## src/rtl/mem_arb_pkg.sv

```systemverilog
// rtl/mem_arb_pkg.sv - shared sizes, timeout length and FSM state type for mem_arbiter
package mem_arb_pkg;

    localparam int NUM_REQ        = 4;
    localparam int ADDR_W         = 4;
    localparam int DATA_W         = 32;
    localparam int TIMEOUT_CYCLES = 32;
    localparam int REQ_IDX_W      = $clog2(NUM_REQ);

    typedef enum logic [1:0] {
        ST_IDLE,
        ST_ISSUE,
        ST_WAIT,
        ST_GAP
    } arb_state_e;

endpackage

```

## src/rtl/mem_arbiter_if.sv

```systemverilog
// rtl/mem_arbiter_if.sv - memory-side request/ready bus between mem_arbiter and the memory
interface mem_arbiter_if;
    import mem_arb_pkg::*;

    logic              mem_req_o;
    logic              mem_rnw_o;
    logic [ADDR_W-1:0] mem_addr_o;
    logic [DATA_W-1:0] mem_wdata_o;
    logic              mem_ready_i;
    logic [DATA_W-1:0] mem_rdata_i;

    modport master (
        output mem_req_o, mem_rnw_o, mem_addr_o, mem_wdata_o,
        input  mem_ready_i, mem_rdata_i
    );

    modport slave (
        input  mem_req_o, mem_rnw_o, mem_addr_o, mem_wdata_o,
        output mem_ready_i, mem_rdata_i
    );

endinterface

```

## src/rtl/rr_arbiter.sv

```systemverilog
// rtl/rr_arbiter.sv - round-robin one-hot selector with last-grant pointer (requester 0 wins after reset)
module rr_arbiter
    import mem_arb_pkg::*;
(
    input  logic               clk,
    input  logic               reset,
    input  logic [NUM_REQ-1:0] req_i,
    input  logic               update_i,
    output logic [NUM_REQ-1:0] grant_o
);

    logic [REQ_IDX_W-1:0] last_q;
    logic [REQ_IDX_W-1:0] last_d;
    logic [REQ_IDX_W-1:0] idx;
    logic [REQ_IDX_W-1:0] pick;
    logic                 found;

    // NUM_REQ is a power of two, so index wrap-around is plain truncation.
    always_comb begin
        grant_o = '0;
        found   = 1'b0;
        idx     = '0;
        pick    = last_q;
        for (int off = 1; off <= NUM_REQ; off++) begin
            idx = last_q + REQ_IDX_W'(off);
            if (!found && req_i[idx]) begin
                found = 1'b1;
                pick  = idx;
            end
        end
        if (found) begin
            grant_o[pick] = 1'b1;
        end
        last_d = (update_i && found) ? pick : last_q;
    end

    always_ff @(posedge clk or negedge reset) begin
        if (!reset) begin
            last_q <= REQ_IDX_W'(NUM_REQ - 1);
        end else begin
            last_q <= last_d;
        end
    end

endmodule

```

## src/rtl/mem_arbiter.sv

```systemverilog
// rtl/mem_arbiter.sv - 4-requester round-robin memory arbiter; WAIT timeout enabled by MEM_ARB_TIMEOUT_EN
module mem_arbiter
    import mem_arb_pkg::*;
(
    input  logic                           clk,
    input  logic                           reset,
    input  logic [NUM_REQ-1:0]             req_valid_i,
    input  logic [NUM_REQ-1:0]             req_rnw_i,
    input  logic [NUM_REQ-1:0][ADDR_W-1:0] req_addr_i,
    input  logic [NUM_REQ-1:0][DATA_W-1:0] req_wdata_i,
    output logic [NUM_REQ-1:0]             req_done_o,
    output logic [NUM_REQ-1:0]             req_err_o,
    output logic [DATA_W-1:0]              req_rdata_o,
    output logic [NUM_REQ-1:0]             grant_o,
    output logic                           busy_o,
    mem_arbiter_if.master                  mem
);

    arb_state_e         state_q, state_d;
    logic [NUM_REQ-1:0] owner_q, owner_d;
    logic               rnw_q, rnw_d;
    logic [ADDR_W-1:0]  addr_q, addr_d;
    logic [DATA_W-1:0]  wdata_q, wdata_d;
    logic [DATA_W-1:0]  rdata_q, rdata_d;

    logic [NUM_REQ-1:0] rr_grant;
    logic               rr_update;
    logic               sel_rnw;
    logic [ADDR_W-1:0]  sel_addr;
    logic [DATA_W-1:0]  sel_wdata;

`ifdef MEM_ARB_TIMEOUT_EN
    localparam int CNT_W = $clog2(TIMEOUT_CYCLES);
    logic [CNT_W-1:0] cnt_q, cnt_d;
    logic             err_q, err_d;
`endif

    rr_arbiter u_rr (
        .clk      (clk),
        .reset    (reset),
        .req_i    (req_valid_i),
        .update_i (rr_update),
        .grant_o  (rr_grant)
    );

    always_comb begin
        sel_rnw   = 1'b1;
        sel_addr  = '0;
        sel_wdata = '0;
        for (int i = 0; i < NUM_REQ; i++) begin
            if (rr_grant[i]) begin
                sel_rnw   = req_rnw_i[i];
                sel_addr  = req_addr_i[i];
                sel_wdata = req_wdata_i[i];
            end
        end
    end

    always_comb begin
        state_d   = state_q;
        owner_d   = owner_q;
        rnw_d     = rnw_q;
        addr_d    = addr_q;
        wdata_d   = wdata_q;
        rdata_d   = rdata_q;
        rr_update = 1'b0;
`ifdef MEM_ARB_TIMEOUT_EN
        cnt_d     = cnt_q;
        err_d     = err_q;
`endif
        case (state_q)
            ST_IDLE: begin
                if (|req_valid_i) begin
                    rr_update = 1'b1;
                    owner_d   = rr_grant;
                    rnw_d     = sel_rnw;
                    addr_d    = sel_addr;
                    wdata_d   = sel_wdata;
                    state_d   = ST_ISSUE;
                end
            end
            // ready may still be high from the previous access, so it is not looked at here
            ST_ISSUE: begin
                state_d = ST_WAIT;
`ifdef MEM_ARB_TIMEOUT_EN
                cnt_d   = '0;
                err_d   = 1'b0;
`endif
            end
            ST_WAIT: begin
                if (mem.mem_ready_i) begin
                    if (rnw_q) begin
                        rdata_d = mem.mem_rdata_i;
                    end
                    state_d = ST_GAP;
                end
`ifdef MEM_ARB_TIMEOUT_EN
                else if (cnt_q == CNT_W'(TIMEOUT_CYCLES - 1)) begin
                    err_d   = 1'b1;
                    state_d = ST_GAP;
                end else begin
                    cnt_d = cnt_q + CNT_W'(1);
                end
`endif
            end
            ST_GAP:  state_d = ST_IDLE;
            default: state_d = ST_IDLE;
        endcase
    end

    always_ff @(posedge clk or negedge reset) begin
        if (!reset) begin
            state_q <= ST_IDLE;
            owner_q <= '0;
            rnw_q   <= 1'b1;
            addr_q  <= '0;
            wdata_q <= '0;
            rdata_q <= '0;
`ifdef MEM_ARB_TIMEOUT_EN
            cnt_q   <= '0;
            err_q   <= 1'b0;
`endif
        end else begin
            state_q <= state_d;
            owner_q <= owner_d;
            rnw_q   <= rnw_d;
            addr_q  <= addr_d;
            wdata_q <= wdata_d;
            rdata_q <= rdata_d;
`ifdef MEM_ARB_TIMEOUT_EN
            cnt_q   <= cnt_d;
            err_q   <= err_d;
`endif
        end
    end

    // Every output is decoded from registered state so reset clears it without waiting for a clock.
    assign busy_o          = (state_q != ST_IDLE);
    assign grant_o         = busy_o ? owner_q : '0;
    assign req_done_o      = (state_q == ST_GAP) ? owner_q : '0;
    assign req_rdata_o     = rdata_q;
    assign mem.mem_req_o   = (state_q == ST_ISSUE) || (state_q == ST_WAIT);
    assign mem.mem_rnw_o   = rnw_q;
    assign mem.mem_addr_o  = addr_q;
    assign mem.mem_wdata_o = wdata_q;

`ifdef MEM_ARB_TIMEOUT_EN
    assign req_err_o = ((state_q == ST_GAP) && err_q) ? owner_q : '0;
`else
    assign req_err_o = '0;
`endif

endmodule
```

## src/flat_wrapper.sv

```systemverilog
// flat-port wrapper written by rule: the top's interface ports become plain ports
module mem_arbiter_flat import mem_arb_pkg::*;
  (clk, reset, req_valid_i, req_rnw_i, req_addr_i, req_wdata_i, req_done_o, req_err_o, req_rdata_o, grant_o, busy_o, mem_mem_req_o, mem_mem_rnw_o, mem_mem_addr_o, mem_mem_wdata_o, mem_mem_ready_i, mem_mem_rdata_i);
  mem_arbiter_if mem_i ();
  input  logic clk;
  input  logic reset;
  input  logic [NUM_REQ-1:0] req_valid_i;
  input  logic [NUM_REQ-1:0] req_rnw_i;
  input  logic [NUM_REQ-1:0][ADDR_W-1:0] req_addr_i;
  input  logic [NUM_REQ-1:0][DATA_W-1:0] req_wdata_i;
  output logic [NUM_REQ-1:0] req_done_o;
  output logic [NUM_REQ-1:0] req_err_o;
  output logic [DATA_W-1:0] req_rdata_o;
  output logic [NUM_REQ-1:0] grant_o;
  output logic busy_o;
  output wire logic [$bits(mem_i.mem_req_o)-1:0] mem_mem_req_o;
  output wire logic [$bits(mem_i.mem_rnw_o)-1:0] mem_mem_rnw_o;
  output wire logic [$bits(mem_i.mem_addr_o)-1:0] mem_mem_addr_o;
  output wire logic [$bits(mem_i.mem_wdata_o)-1:0] mem_mem_wdata_o;
  input wire logic [$bits(mem_i.mem_ready_i)-1:0] mem_mem_ready_i;
  input wire logic [$bits(mem_i.mem_rdata_i)-1:0] mem_mem_rdata_i;
  assign mem_mem_req_o = mem_i.mem_req_o;
  assign mem_mem_rnw_o = mem_i.mem_rnw_o;
  assign mem_mem_addr_o = mem_i.mem_addr_o;
  assign mem_mem_wdata_o = mem_i.mem_wdata_o;
  assign mem_i.mem_ready_i = mem_mem_ready_i;
  assign mem_i.mem_rdata_i = mem_mem_rdata_i;
  mem_arbiter u_core (.clk(clk), .reset(reset), .req_valid_i(req_valid_i), .req_rnw_i(req_rnw_i), .req_addr_i(req_addr_i), .req_wdata_i(req_wdata_i), .req_done_o(req_done_o), .req_err_o(req_err_o), .req_rdata_o(req_rdata_o), .grant_o(grant_o), .busy_o(busy_o), .mem(mem_i));
endmodule
```

## config.mk

```make
export PLATFORM = sky130hd
export DESIGN_NAME = mem_arbiter_flat
export DESIGN_NICKNAME = d
export VERILOG_FILES = /design/src/rtl/mem_arb_pkg.sv /design/src/rtl/mem_arbiter_if.sv /design/src/rtl/rr_arbiter.sv /design/src/rtl/mem_arbiter.sv /design/src/flat_wrapper.sv
export SDC_FILE = /design/constraint.sdc
export NUM_CORES = 1
export LEC_CHECK = 0
export ABC_CLOCK_PERIOD_IN_PS = 2700
export CAP_MARGIN = 5
export CORE_MARGIN = 2
export CORE_UTILIZATION = 30
export CTS_CLUSTER_DIAMETER = 100
export DETAILED_ROUTE_END_ITERATION = 6
export PLACE_DENSITY = 0.69
export SYNTH_ARGS = -nofsm -noshare
export SYNTH_HDL_FRONTEND = slang
export SYNTH_SLANG_ARGS = --single-unit
export TNS_END_PERCENT = 5
```

## constraint.sdc

```tcl
create_clock -name clk -period 2.7 [get_ports clk]
set_clock_uncertainty 0.1 [all_clocks]
set_input_delay 0.27 -clock clk [delete_from_list [all_inputs] [get_ports clk]]
set_output_delay 0.27 -clock clk [all_outputs]
set_load 0.03 [all_outputs]
```

* Yosys cells after proc, flatten, opt, wreduce, memory -nomap -nowiden
Index checks and enable logic that the tools add are counted.
Operators by class: $add $sub $neg 3, magnitude comparators 6, equal/unequal tests 5, muxes and demuxes 38, reduce and logical (&&, ||, !) cells 15
Operators with widths (count):
- 2-to-1 mux 32 bit | 4
- 2-to-1 mux 4 bit | 7
- less-than comparator 2 x 3 -> 1 bit (second input constant) | 5
- 2-to-1 mux 1 bit | 15
- 2-to-1 mux 2 bit | 6
- binary-select mux 1 bit (select 2 bit) | 4
- one-hot mux 2 bit (4 select lines) | 1
- logical AND 1 bit | 5
- adder 2 bit (second input constant) | 2
- == test 2 bit (second input constant) | 2
- AND reduction 2 bit | 2
- OR reduction 4 bit | 1
- logical NOT 1 bit | 3
- AND reduction 3 bit | 1
- adder 2 x 1 -> 2 bit (second input constant) | 1
- demux 1 bit (select 2 bit) | 1
- == test 2 x 1 -> 1 bit (second input constant) | 1
- greater-or-equal comparator 2 x 1 -> 1 bit (second input constant) | 1
- logical NOT 2 bit | 1
- != test 2 x 1 -> 1 bit (second input constant) | 1
- != test 2 bit (second input constant) | 1
- nonzero test 2 bit | 1
- logical OR 1 bit | 1
Word-level totals: flip-flop bits (word level) 77, output and inout bits 83, word-level logic and storage cells 74

* Longest topological paths before layout
Gate-level depths: netlist of run 1.
depth after elaboration 22, depth in mapped cells 8, depth with buffers taken out 7

* Cells and area by module
A second synthesis of run 1 with hierarchy kept.
Second synthesis, totals: cell total of the unflattened synthesis 454, area total of the unflattened synthesis 4289.1 sq um
Modules (own cells, without submodules):
- mem_arbiter | times used 1, cells each 419, area an instance 4028.9 sq um
- rr_arbiter | times used 1, cells each 35, area an instance 260.2 sq um

* Least setup slack after synthesis of run 1
No wires, ideal clock.
path type flip-flop to flip-flop, start point reg u_core.state_q[0], end point reg u_core.addr_q[3], in the netlist u_core.mem.mem_addr_o[3], library setup time 0.082 ns, data arrival time 1.795 ns, data required time 2.518 ns, slack 0.723 ns, stages on the path, launching flop included 8, path buffers 1, period minus slack after synthesis 1.977 ns, cell sequence dfrtp_1 > inv_1 > ha_1 > inv_1 > a21oi_1 > nand2_1 > clkbuf_1 > o22ai_1
Between the ends: word-level cells in the longest chain between the ends 2
Ends and longest elaborated chain:
- from (decl) | line mem_arbiter.sv:19 | arb_state_e state_q, state_d;
- from (signal assigned) | line mem_arbiter.sv:124 | state_q <= state_d;
- logical NOT 2 bit | line mem_arbiter.sv:71 | case (state_q)
- AND reduction 2 bit (no source line)
- to (signal assigned) | line mem_arbiter.sv:127 | addr_q <= addr_d;
- to (decl) | line mem_arbiter.sv:22 | logic [ADDR_W-1:0] addr_q, addr_d;
No other way between the ends. A chain may end at the register's enable or synchronous reset.

* Worst setup path in the final report of run 1
start point reg u_core.state_q[0], end point out busy_o
Between the ends: word-level cells in the longest chain between the ends 1
Ends and longest elaborated chain:
- nonzero test 2 bit | line mem_arbiter.sv:138 | assign busy_o = (state_q != ST_IDLE);
- to (decl) | line flat_wrapper.sv:15 | output logic busy_o;
No other way between the ends.

==> results of run 1 <==
## per-layer routing
layer | vias to the layer above | track usage [%]
li1 | 1901 | -
met1 | 1942 | 21.0
met2 | 218 | 35.3
met3 | 20 | 6.39
met4 | 0 | 6.47
met5 | - | 0
## power by group through the flow
| stage | Combinational [uW] | Sequential, uW | Clock (uW) |
|---|---|---|---|
| floorplan | 2070 | 3150 | 0 |
| global placement | 5080 | 2110 | 0 |
| detailed placement | 5160 | 2150 | 0 |
| CTS | 5170 | 2130 | 1280 |
| global route | 5460 | 2210 | 1350 |
| finish | 5130 | 2130 | 1250 |
## through the flow
stage / hold slack, ns / area, um2 / utilization [%] / setup WS, ns / cells
6_report: -0.0149 / 7230 / 54.4 / 0.354 / 801
3_3_place_gp: 0.370 / 6920 / 52.1 / 0.345 / 784
3_5_place_dp: 0.382 / 6920 / 52.1 / 0.245 / 784
4_1_cts: 0.0505 / 7230 / 54.4 / 0.326 / 800
5_1_grt: 0.0893 / 7230 / 54.4 / 0.240 / 800
2_1_floorplan: -0.126 / 4120 / - / 0.723 / 368
## kinds of logic after synthesis
kind of cell / count (synthesis) / share of synthesized area [%]
AO/OA/AOI/OAI: 131 / 28.9
multiplexers: 32 / 8.77
buffers and inverters: 46 / 6.15
AND/OR/NAND/NOR: 75 / 8.19
adder cells (fa/ha/maj): 3 / 0.913
other: 1 / 0.0912
flip-flops: 77 / 47.0
## flip-flops by register name, indices dropped and copies added, names as in the netlist
register                cells
u_core.mem.mem_wdata_o     32
u_core.req_rdata_o         32
u_core.mem.mem_addr_o       4
u_core.owner_q              4
u_core.state_q              2
u_core.u_rr.last_q          2
u_core.mem.mem_rnw_o        1
## worst reg2reg max path: cells and delay by family, from the launching register on
kind                     cells  cell delay, ns
AO/OA/AOI/OAI                2            0.35
flip-flops                   1            0.40
buffers and inverters        4            0.75
adder cells (fa/ha/maj)      1            0.30
AND/OR/NAND/NOR              1            0.11
## layout make-up
class / count / area, um2
fill: 1181 / 6060
tap: 176 / 220
multi-input combinational: 245 / 1950
sequential: 77 / 1930
inverter: 8 / 30.0
clock inverter: 7 / 82.6
antenna: 1 / 2.50
timing repair buffer: 278 / 2790
clock buffer: 9 / 225
## cell usage after synthesis, drive strengths merged (3+ instances only)
master	instances	share of area, %
and2	4	0.61
clkbuf	10	0.91
nand2	14	1.3
ha	3	0.91
nor2	42	3.8
buf	28	4.5
a21oi	4	0.49
a22oi	36	6.6
inv	8	0.73
a221oi	36	13
mux2	32	8.8
o21ai	8	0.97
dfrtp	74	45
dfstp	3	1.9
o22ai	36	5.5
nor2b	7	1.2
## worst paths after layout
check | end | from | cells past startpoint | slack [ns]
setup / recovery | busy_o | u_core.state_q[0]$_DFFE_PN0P_ | 4 | 0.35
setup reg to reg | u_core.mem.mem_wdata_o[1]$_DFFE_PN0P_ | u_core.state_q[0]$_DFFE_PN0P_ | 8 | 0.61
hold reg to reg | u_core.owner_q[1]$_DFFE_PN0P_ | u_core.owner_q[1]$_DFFE_PN0P_ | 2 | 0.40
min in group clk | u_core.owner_q[1]$_DFFE_PN0P_ | u_core.owner_q[1]$_DFFE_PN0P_ | 2 | 0.40
hold / removal | u_core.req_rdata_o[10]$_DFFE_PN0P_ | reset | 1 | -0.01
max in group asynchronous | u_core.req_rdata_o[13]$_DFFE_PN0P_ | reset | 1 | 1.86
==> impl_metrics.ini, run 1 <==
[clock_network]
insertion_delay_ns = 0.33
cts_setup_buffers = 0
cts_sinks = 77
clkTransAtPathRegs_ns = 0.06
clock_tree.buffer_depth = 2
tritoncts = yes
cts_max_level = 3
cts_made_buffers = 9
cts_root_buf = clkbuf_16
ctsHoldBuffers = 0
cts_resized = 0

[routing]
dr.pass1.iters = 6
routed_via_density = 5.09
highest_layer = met4
wl_met1_mm = 5.33
vias = 4081
drtIter0Drc = 189
wl_met2_mm = 7.52
ant_nets = 0
wl_mm = 14.5
route.detailed.drc = 0
wl_per_cell_um = 18.1
wl_met3_mm = 1.34

[setup_path]
cp_num_buf_inv = 3
crit_family = buffers and inverters
worstPathRequired_ns = 2.33
cp_max_fo = 7
crit_type = flop to output port
crit_chain = inv_1, ha_1, inv_1, clkdlybuf4s50_1
cp_common_cell = inv_1
arrival_ns = 1.98
worstSetupEndpointType = output port
startpoint_type = flop
slowest_stage = clkdlybuf4s50_1
cpPeakStageDelay_ns = 0.73

[placement]
io_buffers = 265
gp_congestion = 0.794
hpwl_mm = 10.8

[logic_synthesis]
synthFlopType = dfrtp_1
ys_seq_area_share_pct = 47.0
synth_edf_count = 0
synth_seq_cells = 77
ys_warn_count = 0
synthCells = 365
synth_cell_types = 37
synthesis.area_mm2 = 0.00411
avgSynthCellArea_um2 = 11.3
async_flop_share_pct = 100

[power]
switchingPower_uw = 3740
p_per_area_mw_per_mm2 = 1180
peakVddDrop_mv = 0.380
p_total_uw = 8510
power.share.clock_pct = 14.7
comb_power_share_pct = 60.3
p_leak_uw = 0.00289
intPower_uw = 4770
p_sw_share_pct = 44.0
p_seq_share_pct = 25.0

[sta]
timing.fmax_mhz = 426
maxSlewHeadroom_pct = 34.5
min_period_over_period_pct = 86.9
worst_slew_pin_slew_ns = 0.983
rsz0062_at_grt = false
fin_crit_ns = 2.35
final_max_slew_viol_count = 0
fin_tns_setup_ns = 0
setup-violations-final = 0
whs_ns = -0.0149
hold_viol = 6

[layout]
finish.net_count = 809
drive_gt1_share_pct = 17.1
final_cell_mix = 264 x clkdlybuf4s50_1, 74 x dfrtp_1, 42 x nor2_1
area_growth_pct = 75.9
final_common_cell = clkdlybuf4s50_1

[status]
violations = hold timing
status = finished with violations

[global_route]
grtUsageTotal_pct = 19.4
grt_pass1_vias = 4414
antenna_found_initial = 2
grt_overflow = 0
grt_pass1_wl_mm = 22.1
grt_start_max_net_pins = 78

[die]
core_mm2 = 0.0133
start_util_pct = 30.9
io_pins = 270
fp-row-count = 42
dieHeight_um = 121
die_width_um = 121
dieArea_mm2 = 0.0147

[run]
cap_violations = 0

[worst_hold_path]
min_path_type = input port to async pin
(Power assumes the default switching activity.)
==> inputs of run 2 (changes only) <==
ABC_CLOCK_PERIOD_IN_PS = 2550   (was 2700)
clock period = 2.55 ns   (was 2.7 ns; I/O delays follow)
==> run 2 against run 1 <==
The run now ends clean; sequential share of layout area fell by 0.22 points; sequential power rose by 5%; worst setup slack lost 0.12 ns; highest routed layer unchanged; register-to-register slack got worse by 0.13 ns.
==> impl_metrics.ini, run 2 (synthesized netlist as in run 1, its figures left out) <==
[die]
dieHeight_um = 121
core_mm2 = 0.0133
io_pins = 270
fp-row-count = 42
dieArea_mm2 = 0.0147
start_util_pct = 30.9
die_width_um = 121

[routing]
routed_via_density = 5.14
ant_nets = 0
route.detailed.drc = 0
wl_mm = 14.8
drtIter0Drc = 196
wl_per_cell_um = 18.4
vias = 4133
dr.pass1.iters = 5

[placement]
gp_congestion = 0.771
io_buffers = 265
dp.cells = 787
hpwl_mm = 11.2
postPlaceCellArea_mm2 = 0.00696

[setup_path]
crit_family = buffers and inverters
timing.rr.end = u_core.mem.mem_wdata_o[13]$_DFFE_PN0P_
slowest_stage = clkdlybuf4s50_1
worstSetupEndpointType = output port
cp_num_buf_inv = 3
worstPathRequired_ns = 2.19
crit_chain = inv_1, ha_1, inv_1, clkdlybuf4s50_1
crit_type = flop to output port
r2r_slack_ns = 0.48
cp_max_fo = 7
cp_common_cell = inv_1
cpPeakStageDelay_ns = 0.72
startpoint_type = flop
arrival_ns = 1.96
timing.reg2reg.worst_path_depth = 6
r2r_start = u_core.u_rr.last_q[0]$_DFFE_PN1P_

[global_route]
grt_pass1_wl_mm = 22.8
grt_start_max_net_pins = 45
grtUsageMet1_pct = 21.1
antenna_found_initial = 0
use_met2_pct = 36.9
use_met3_pct = 7.19
grt_overflow = 0
grtUsageTotal_pct = 20.2
grt_pass1_vias = 4465
grt_most_used_layer = met2

[layout]
area_growth_pct = 77.4
instances_no_fill = 804
diodes = 0
finalInstanceArea_mm2 = 0.00729
final_cell_mix = 264 x clkdlybuf4s50_1, 74 x dfrtp_1, 42 x nor2_1
finish.net_count = 813
multi_input_comb_area_mm2 = 0.00195
nFillCells = 1169
regArea_mm2 = 0.00193
drive_gt1_share_pct = 17.5
final_common_cell = clkdlybuf4s50_1

[sta]
whs_ns = 0.356
fin_crit_ns = 2.32
setup-violations-final = 0
maxSlewHeadroom_pct = 63.7
timing.fmax_mhz = 431
min_period_over_period_pct = 90.9
hold_viol = 0
worst_slew_pin_slew_ns = 0.545
rsz0062_at_grt = false
final_max_slew_viol_count = 0
fin_tns_setup_ns = 0

[clock_network]
cts_resized = 0
cts_made_buffers = 9
cts_sinks = 77
insertion_delay_ns = 0.33
clock_tree.buffer_depth = 2
cts_max_level = 3
tritoncts = yes
cts_root_buf = clkbuf_16
cts_setup_buffers = 0
clkTransAtPathRegs_ns = 0.06

[status]
status = completed

[power]
intPower_uw = 5170
p_seq_share_pct = 24.6
power.share.clock_pct = 15.3
p_sw_share_pct = 43.4
comb_power_share_pct = 60.2
switchingPower_uw = 3970
peakVddDrop_mv = 0.558
p_leak_uw = 0.00293
p_per_area_mw_per_mm2 = 1250

[worst_hold_path]
min_path_type = input port to async pin

[run]
cap_violations = 0
==> run 2: timing repair <==
item / CTS / global route
hold buffers: 1 / 0
setup endpoints to repair: 0 / 0
endpoints found under the hold margin: 39 / 0
==> run 2: how the worst max path moves through the flow <==
stage / start / endpoint / slack (ns) / cells past startpoint
floorplan: u_core.state_q[0]$_DFFE_PN0P_ / u_core.mem.mem_addr_o[3]$_DFFE_PN0P_ / 0.57 / 7
global placement: req_valid_i[3] / u_core.mem.mem_wdata_o[15]$_DFFE_PN0P_ / 0.23 / 7
detailed placement: req_valid_i[1] / u_core.mem.mem_wdata_o[9]$_DFFE_PN0P_ / 0.14 / 7
CTS: u_core.state_q[0]$_DFFE_PN0P_ / busy_o / 0.19 / 4
global route: u_core.state_q[1]$_DFFE_PN0P_ / busy_o / 0.11 / 4
finish: u_core.state_q[0]$_DFFE_PN0P_ / busy_o / 0.23 / 4
==> run 2: area by class of cell <==
type / instances / share of cell area (%)
inverters: 8 / 0.412
multi-input cells: 245 / 26.8
clock inverters: 7 / 1.36
well taps: 176 / 3.02
flip-flops and latches: 77 / 26.5
repair buffers: 282 / 38.8
clock buffers: 9 / 3.09
==> run 2: layer usage <==
metal	vias up	wire length [um]	share of wire, %
met2	225	7620	52
li1	1906	-	-
met3	21	1510	10
met1	1981	5360	36
met5	-	0	0
met4	0	292	2.0
==> run 2: metrics by stage <==
stage	setup slack [ns]	power, uW	utilization, %
floorplan	0.573	5530	-
global placement	0.232	7660	52.3
detailed placement	0.135	7800	52.3
CTS	0.189	9220	54.8
global route	0.114	9680	54.8
finish	0.232	9130	54.8
==> run 2: power groups by stage <==
stage	Sequential [uW]	Combinational, uW	Clock [uW]
2_1_floorplan	3340	2190	0
3_3_place_gp	2240	5420	0
6_report	2240	5500	1390
4_1_cts	2250	5540	1430
5_1_grt	2330	5850	1500
3_5_place_dp	2270	5530	0
==> run 2: worst register-to-register path, cell delays in order, from the launching register on <==
cell	delay [ns]
dfstp_2	0.62
nand2b_1	0.15
o221ai_1	0.12
and3_2	0.23
buf_4	0.27
a221oi_2	0.36
o22ai_1	0.11
==> inputs of run 3 (changes only) <==
DONT_BUFFER_PORTS = 1   (was unset)
PLACE_DENSITY = unset   (was 0.69)
==> run 3 against run 2 <==
Maximum frequency down 4.3%; first-iteration DRC count decreased by 17%; routed wire length down 11%; critical path depth is 3 higher; sequential cell count is the same; sequential power up 56%.
==> impl_metrics.ini, run 3 (synthesized netlist as in run 1, its figures left out) <==
[clock_network]
cts_sinks = 77
clock_tree.buffer_depth = 2
cts_root_buf = clkbuf_16
clkTransAtPathRegs_ns = 0.06
cts_max_level = 3
cts_made_buffers = 9
insertion_delay_ns = 0.33
tritoncts = yes

[routing]
drtIter0Drc = 162
ant_nets = 0
dr.pass1.iters = 5
vias = 3309
routed_via_density = 5.69
route.detailed.drc = 0
wl_mm = 13.1
wl_per_cell_um = 22.6

[sta]
fin_crit_ns = 2.42
whs_ns = 0.0129
setup-violations-final = 0
min_period_over_period_pct = 95.0
hold_viol = 0
setup_slack_ns = 0.127
timing.fmax_mhz = 413
maxSlewHeadroom_pct = 52.5
final_max_slew_viol_count = 0
worst_slew_pin_slew_ns = 0.711

[setup_path]
cp_max_fo = 17
worstPathRequired_ns = 2.66
startpoint_type = flop
crit_type = flop to flop
arrival_ns = 2.53
worstSetupEndpointType = flop

[placement]
dp.cells = 522
preCtsSetupSlack_ns = 0.500
gp_congestion = 0.787
hpwl_mm = 9.28
io_buffers = 0

[layout]
utilization_pct = 37.8
final_cell_mix = 74 x dfrtp_1, 43 x dlygate4sd3_1, 42 x nor2_1
drive_gt1_share_pct = 27.3
diodes = 0
final_common_cell = dfrtp_1
instances_no_fill = 582
finish.net_count = 591
area_growth_pct = 22.2

[power]
p_sw_share_pct = 49.2
p_leak_uw = 0.00205
intPower_uw = 3830
peakVddDrop_mv = 0.485
power.share.clock_pct = 17.0
p_seq_share_pct = 46.4
comb_power_share_pct = 36.6
p_per_area_mw_per_mm2 = 1500
p_total_uw = 7540
switchingPower_uw = 3710

[global_route]
grt_most_used_layer = met2
grt_pass1_wl_mm = 19.1
use_met2_pct = 30.3
grtUsageTotal_pct = 17.4
grtUsageMet1_pct = 19.3
antenna_found_initial = 0
grt_overflow = 0
grt_start_max_net_pins = 78
use_met3_pct = 5.55
grt_pass1_vias = 3391

[die]
core_mm2 = 0.0133
dieArea_mm2 = 0.0147
dieHeight_um = 121
start_util_pct = 30.9
io_pins = 270
die_width_um = 121
fp-row-count = 42

[run]
cap_violations = 0

[worst_hold_path]
min_path_type = input port to flop

[status]
status = completed
## run 3: stage by stage
stage               cell area (um2)   TNS, ns
floorplan                      4120         0
global placement               4260         0
detailed placement             4260         0
CTS                            5010         0
global route                   5020  -0.00261
finish                         5020         0
## run 3: path summary, 6_finish.rpt
| check | start | slack [ns] | end | cells after the start |
|---|---|---|---|---|
| setup reg to reg | u_core.u_rr.last_q[0]$_DFFE_PN1P_ | 0.13 | u_core.mem.mem_wdata_o[21]$_DFFE_PN0P_ | 7 |
| hold reg to reg | u_core.owner_q[1]$_DFFE_PN0P_ | 0.41 | u_core.owner_q[1]$_DFFE_PN0P_ | 2 |
| max in group asynchronous | reset | 1.59 | u_core.u_rr.last_q[0]$_DFFE_PN1P_ | 2 |
| min in group asynchronous | reset | 0.42 | u_core.req_rdata_o[14]$_DFFE_PN0P_ | 2 |
| hold / removal | req_wdata_i[77] | 0.01 | u_core.mem.mem_wdata_o[13]$_DFFE_PN0P_ | 2 |
| setup / recovery | u_core.u_rr.last_q[0]$_DFFE_PN1P_ | 0.13 | u_core.mem.mem_wdata_o[21]$_DFFE_PN0P_ | 7 |
## run 3: routing by layer
| metal | up-vias | wire (um) |
|---|---|---|
| li1 | 1464 | - |
| met1 | 1626 | 4940 |
| met2 | 201 | 6640 |
| met3 | 18 | 1230 |
| met4 | 0 | 316 |
| met5 | - | 0 |
## run 3: power groups by stage
stage	combinational [uW]	clock [uW]	sequential, uW
floorplan	2190	0	3340
detailed placement	2680	0	3520
global route	3050	1390	3570
finish	2760	1280	3500
CTS	2780	1340	3500
global placement	2570	0	3500
## run 3: what timing repair did
action,CTS,global route
hold buffers,44,0
hold endpoints to repair,118,0
setup endpoints to repair,0,1
setup buffers,0,0
gates resized for setup,0,2
## run 3: final cells by class
| class | count | area (um2) |
|---|---|---|
| clock buffer | 10 | 239 |
| clock inverter | 6 | 62.6 |
| fill | 1312 | 8270 |
| inverter | 8 | 30.0 |
| multi-input combinational | 245 | 1960 |
| sequential | 77 | 1930 |
| tap | 176 | 220 |
| timing repair buffer | 60 | 582 |
## run 3: critical path: stages (launching register included)
cell and delay (ns):
dfstp_2 0.60, nand2b_1 0.16, o221ai_1 0.10, and3_2 0.22, buf_6 0.17, a221oi_2 0.26
dlygate4sd3_1 0.57, o22ai_1 0.07
